## src/rtl/spi_mem_ctrl.sv

```systemverilog
// spi_mem_ctrl: arbitrates the cora16 fetch and data ports onto one serial
// RAM. Each request becomes a 48-bit mode-0 frame {cmd, addr24, data16}.
// Define SPI_MEM_WRITE_EN for read/write support. Without it the block is a
// read-only ROM front end, and data writes are acknowledged without a frame.
module spi_mem_ctrl #(
   parameter int          ADDR_W    = 16,
   parameter logic [7:0]  CMD_READ  = 8'h03,
   parameter logic [7:0]  CMD_WRITE = 8'h02
) (
   input  logic              clk,
   input  logic              rst_n,
   input  logic              fetch_req,
   input  logic [ADDR_W-1:0] fetch_addr,
   output logic              fetch_ack,
   output logic [15:0]       fetch_data,
   input  logic              data_req,
   input  logic              data_we,
   input  logic [ADDR_W-1:0] data_addr,
   input  logic [15:0]       data_wdata,
   output logic              data_ack,
   output logic [15:0]       data_rdata,
   output logic              spi_select,
   output logic              spi_clk,
   output logic              spi_mosi,
   input  logic              spi_miso,
   output logic              busy
);

   typedef enum logic [1:0] {IDLE, SHIFT, DONE} state_t;

   state_t      state_q, state_d;
   logic [47:0] shreg_q, shreg_d;
   logic [5:0]  bit_q, bit_d;
   logic        phase_q, phase_d;
   logic [15:0] rdata_q, rdata_d;
   logic        gnt_data_q, gnt_data_d;
   logic        we_q, we_d;
   logic        last_data_q, last_data_d;
   logic [15:0] fetch_data_q, fetch_data_d;
   logic [15:0] data_rdata_q, data_rdata_d;

   logic        any_req;
   logic        pick_data;
   logic        pick_we;
   logic [7:0]  frame_cmd;
   logic [23:0] frame_addr;
   logic [15:0] frame_wdata;

   // Grant selection: a lone request wins; on a tie the port not served last wins.
   always_comb begin
      any_req    = fetch_req | data_req;
      pick_data  = data_req & (~fetch_req | ~last_data_q);
      pick_we    = pick_data & data_we;
      frame_addr = pick_data ? 24'(data_addr) : 24'(fetch_addr);
`ifdef SPI_MEM_WRITE_EN
      frame_cmd   = pick_we ? CMD_WRITE : CMD_READ;
      frame_wdata = pick_we ? data_wdata : 16'h0000;
`else
      frame_cmd   = CMD_READ;
      frame_wdata = 16'h0000;
`endif
   end

`ifndef SPI_MEM_WRITE_EN
   wire unused_wdata = ^data_wdata;
`endif

   // State and datapath registers. The async reset abandons any partial frame.
   always_ff @(posedge clk or negedge rst_n) begin
      if (!rst_n) begin
         state_q      <= IDLE;
         shreg_q      <= '0;
         bit_q        <= '0;
         phase_q      <= 1'b0;
         rdata_q      <= '0;
         gnt_data_q   <= 1'b0;
         we_q         <= 1'b0;
         last_data_q  <= 1'b0;
         fetch_data_q <= '0;
         data_rdata_q <= '0;
      end else begin
         state_q      <= state_d;
         shreg_q      <= shreg_d;
         bit_q        <= bit_d;
         phase_q      <= phase_d;
         rdata_q      <= rdata_d;
         gnt_data_q   <= gnt_data_d;
         we_q         <= we_d;
         last_data_q  <= last_data_d;
         fetch_data_q <= fetch_data_d;
         data_rdata_q <= data_rdata_d;
      end
   end

   // Next state: grant and load the frame, then two clk cycles per bit, then one DONE cycle.
   always_comb begin
      state_d      = state_q;
      shreg_d      = shreg_q;
      bit_d        = bit_q;
      phase_d      = phase_q;
      rdata_d      = rdata_q;
      gnt_data_d   = gnt_data_q;
      we_d         = we_q;
      last_data_d  = last_data_q;
      fetch_data_d = fetch_data_q;
      data_rdata_d = data_rdata_q;
      unique case (state_q)
         IDLE: begin
            if (any_req) begin
               gnt_data_d  = pick_data;
               we_d        = pick_we;
               last_data_d = pick_data;
               shreg_d     = {frame_cmd, frame_addr, frame_wdata};
               bit_d       = '0;
               phase_d     = 1'b0;
`ifdef SPI_MEM_WRITE_EN
               state_d     = SHIFT;
`else
               state_d     = pick_we ? DONE : SHIFT;
`endif
            end
         end
         SHIFT: begin
            if (!phase_q) begin
               phase_d = 1'b1;
               if (bit_q[5]) begin
                  rdata_d = {rdata_q[14:0], spi_miso};
               end
            end else begin
               phase_d = 1'b0;
               shreg_d = {shreg_q[46:0], 1'b0};
               bit_d   = bit_q + 6'd1;
               if (bit_q == 6'd47) begin
                  state_d = DONE;
                  if (!we_q) begin
                     if (gnt_data_q) begin
                        data_rdata_d = rdata_q;
                     end else begin
                        fetch_data_d = rdata_q;
                     end
                  end
               end
            end
         end
         DONE: begin
            state_d = IDLE;
         end
         default: begin
            state_d = IDLE;
         end
      endcase
   end

   // Outputs: SPI pins are live only in SHIFT; acks pulse for the single DONE cycle.
   always_comb begin
      spi_select = (state_q == SHIFT);
      spi_clk    = (state_q == SHIFT) & phase_q;
      spi_mosi   = (state_q == SHIFT) & shreg_q[47];
      fetch_ack  = (state_q == DONE) & ~gnt_data_q;
      data_ack   = (state_q == DONE) & gnt_data_q;
      busy       = (state_q != IDLE);
      fetch_data = fetch_data_q;
      data_rdata = data_rdata_q;
   end

endmodule

```

## config.mk

```make
export PLATFORM = sky130hd
export DESIGN_NAME = spi_mem_ctrl
export DESIGN_NICKNAME = d
export VERILOG_FILES = /design/src/rtl/spi_mem_ctrl.sv
export SDC_FILE = /design/constraint.sdc
export NUM_CORES = 1
export LEC_CHECK = 0
export BUFFER_PORTS_ARGS = -buffer_cell sky130_fd_sc_hd__buf_2
export CORE_MARGIN = 2
export CORE_UTILIZATION = 45
export DETAILED_ROUTE_END_ITERATION = 12
export GPL_TIMING_DRIVEN = 0
export PLACE_DENSITY = 0.68
export RECOVER_POWER = 50
export SLEW_MARGIN = 40
export SYNTH_ARGS = -nofsm -noshare
export SYNTH_HDL_FRONTEND = slang
export SYNTH_SLANG_ARGS = --single-unit
```

## constraint.sdc

```tcl
create_clock -name clk -period 2.29 [get_ports clk]
set_input_delay 0.458 -clock clk [delete_from_list [all_inputs] [get_ports clk]]
set_output_delay 0.458 -clock clk [all_outputs]
set_load 0.02 [all_outputs]
```

==> metrics <==
arrival time reported for the critical path endpoint=1.75 ns; met1 usage=23.5%; vias in the first global route=about 2800; Inst Count DP=496; Final Net Count=around 460; data required time of the worst path=around 1.8 ns; fraction of layout instances using a drive strength above 1=37.5%; number of slew-limit violations in the final report=0; hold path depth=2; Post-synth top flop=dfrtp_1; DR WL/cell=about 16 µm; setup violation total in the final timing report=0; number of H-tree branching levels=3; floorplan die area=9950 µm²; synth warn=0; worst rel slew slack=39.6%; final std cell area, no fill=4840 µm²; register-to-register path setup slack=about 0.58 ns; worst reg2reg path depth=6; setup repair after global routing missed its margin=false; worst slew pin tran=~0.9 ns; post-synthesis sequential area ratio=between 50% and 60%; cell count after synthesis=312; max-capacitance violation count=0; GRT Overall Usage=17.4%; DRC=0; Initial DRT Pass Iterations=4; number of standard-cell rows in the floorplan=34; delay-heaviest family, CP=buffers and inverters; clock sink count=91; largest net degree at the start of global routing=58; launch instance of the worst min-delay path=spi_miso; diodes inserted=0; largest cells by area after synthesis=dfrtp_1 55%, mux2_4 11%, mux2_2 5.5%, or3_1 4.5%, a32o_1 3.9%; most repeated library cell on the critical path=clkbuf_2; Synth top cells by count=91 x dfrtp_1, 30 x mux2_4, 30 x or3_1; worst hold path endpoint=rdata_q[0]$_DFFE_PN0P_; result of the run=finished, final reports clean; Pwr Density=937 nW/µm²; most used routing layer in global routing=met2; fraction of the cycle the final worst path needs=a little over nine tenths; Worst setup startpoint=state_q[1]$_DFFE_PN0P_; Starting Density=46.8%; library cells used by synthesis=42; critical register-to-register path endpoint=rdata_q[8]$_DFFE_PN0P_; number of buffers added by the clock tree synthesis step=9; clock transition time at the flip-flop clock pins of the worst setup and hold paths=0.09 ns; die extent in y=99.7 µm; Mapped Avg Cell Area=13.2 µm²; Fill cells=774; placed wire-length estimate=5.63 mm; global-route track usage on met2=between 20% and 30%; post-place instance area=4670 µm²; filler-free cell count of the finished design=513; GP Congestion=roughly 0.79; peak per-stage delay on the critical path=0.42 ns; global-route wire length before repair=approximately 14 mm; worst reg2reg startpoint=state_q[0]$_DFFE_PN0P_; count leader, synth=dfrtp_1; CTS Root Cell=clkbuf_8; residual overflow from global routing=0; cell type of the slowest stage on the worst timing path=dfrtp_1; Syn Std Cell Area=approximately 4100 µm²; clock tree from TritonCTS=built; global routing met3 resource utilization=4.64%; initial antenna violation count=0; total via count after detailed routing=between 2000 and 3000; insertion delay to the later sink of the worst-skew pair=0.36 ns; largest area contributor in the netlist=dfrtp_1; class of the worst hold path=in2reg; path type of the worst setup path=reg2out; worst-case clock skew=~0.0063 ns; total wire length after detailed routing=8.14 mm; buffers from clock root to sink, at most=2; Synth Register Bits=91; highest achievable clock rate=453 MHz; count of endpoints failing hold in the final timing report=0; launching element type of the critical path=register; number of enable-type register cells in the synthesized netlist=0; setup ws final=0.0827 ns; leakage=approximately 2.4 nW; Crit path buffers/inverters=3; critical path peak fanout=10; cells along the critical path=clkbuf_2 -> clkbuf_2 -> nor3b_1 -> buf_2; via/cell ratio=5.56; total power consumption of the routed design=4.53 mW; total negative setup slack=0 ns; Layout Area Growth over Synthesis=17.2%; maximum vdd ir drop=0.000528 V; clock period minus worst slack=2.21 ns; syn nets=367; Yosys top cell area share=55.2%; post-layout util=a little over half; number of nets with antenna violations after routing=0; number of port buffers=75; setup slack at placement=around 0.22 ns; horizontal die dimension=roughly 100 µm; number of setup buffers added after CTS=0; initial drt markers=107; Placeable Area=8810 µm²; Critical Path Sink Type=output pin; post-synthesis async set-or-reset flop share=100%; worst hold slack=0.333 ns; # IOs=92
per-layer routing:
| layer | part of all wire (%) | vias up |
|---|---|---|
| li1 | - | 1345 |
| met1 | 46 | 1418 |
| met2 | 48 | 81 |
| met3 | 5.6 | 8 |
| met4 | 1.1 | 0 |
| met5 | 0 | - |
worst register-to-register path, delay by kind of cell (launching register included):
family,cells,cell delay [ns]
buf+inv,3,0.53
flops,1,0.42
mux,1,0.32
simple gates,2,0.34
where the power goes:
part / internal (mW) / total, mW / switching (mW)
Combinational: 0.648 / 1.41 / 0.761
Clock: 0.426 / 0.984 / 0.558
Sequential: 1.93 / 2.14 / 0.207
cell families (layout without fill, tap and decap cells):
group                    after synthesis  after routing  share of synthesized area, %
flip-flops                            91             91                          55.2
multiplexers                          54             54                          17.3
adder cells (fa/ha/maj)                1              1                         0.303
AND/OR/NAND/NOR                       76             76                          11.8
buffers and inverters                 26            119                          3.49
AO/OA/AOI/OAI                         64             64                          11.9
placed cells by master (no fill, tap or decap), types with 2 or more instances in the layout:
cell type / n
o21ai_0: 6
nand4_1: 2
clkbuf_2: 5
nand3_1: 19
mux2i_1: 4
a32o_1: 16
a21oi_1: 19
mux2_4: 30
nand2b_1: 3
dfrtp_1: 91
buf_6: 4
mux2_2: 20
and3b_1: 2
buf_2: 68
or3_1: 30
nand2_1: 2
clkinvlp_4: 3
inv_1: 2
clkbuf_8: 10
nor2_1: 6
clkbuf_1: 21
a31oi_1: 2
a22o_1: 15
layout make-up:
cell class / count / area, µm² / area share, %
clock inverter: 5 / 36.3 / 0.750
timing repair buffer: 77 / 393 / 8.12
inverter: 2 / 7.51 / 0.155
sequential: 91 / 2280 / 47.1
buffer: 24 / 141 / 2.92
multi-input combinational: 195 / 1700 / 35.2
clock buffer: 11 / 141 / 2.92
tap: 108 / 135 / 2.79
registers in the layout (all words and copies together), names as in the netlist:
register	flops
rdata_q	16
data_rdata	16
state_q	2
shreg_q	32
we_q	1
bit_q	6
last_data_q	1
fetch_data	16
phase_q	1
what timing repair did:
item                                   4_1_cts  5_1_grt
resized for setup                            4        1
endpoints found under the hold margin       34        0
setup endpoints to repair                    3        1
hold buffers                                 1        0
worst max path at each step:
stage | to | slack, ns | cells after the start
floorplan | fetch_ack | 0.35 | 3
global placement | shreg_q[44]$_DFFE_PN0P_ | -0.08 | 1
detailed placement | fetch_ack | 0.22 | 4
CTS | spi_clk | 0.08 | 4
global route | fetch_ack | 0.004 | 4
finish | fetch_ack | 0.08 | 4
Note: power is estimated with default switching activity, not from simulation.
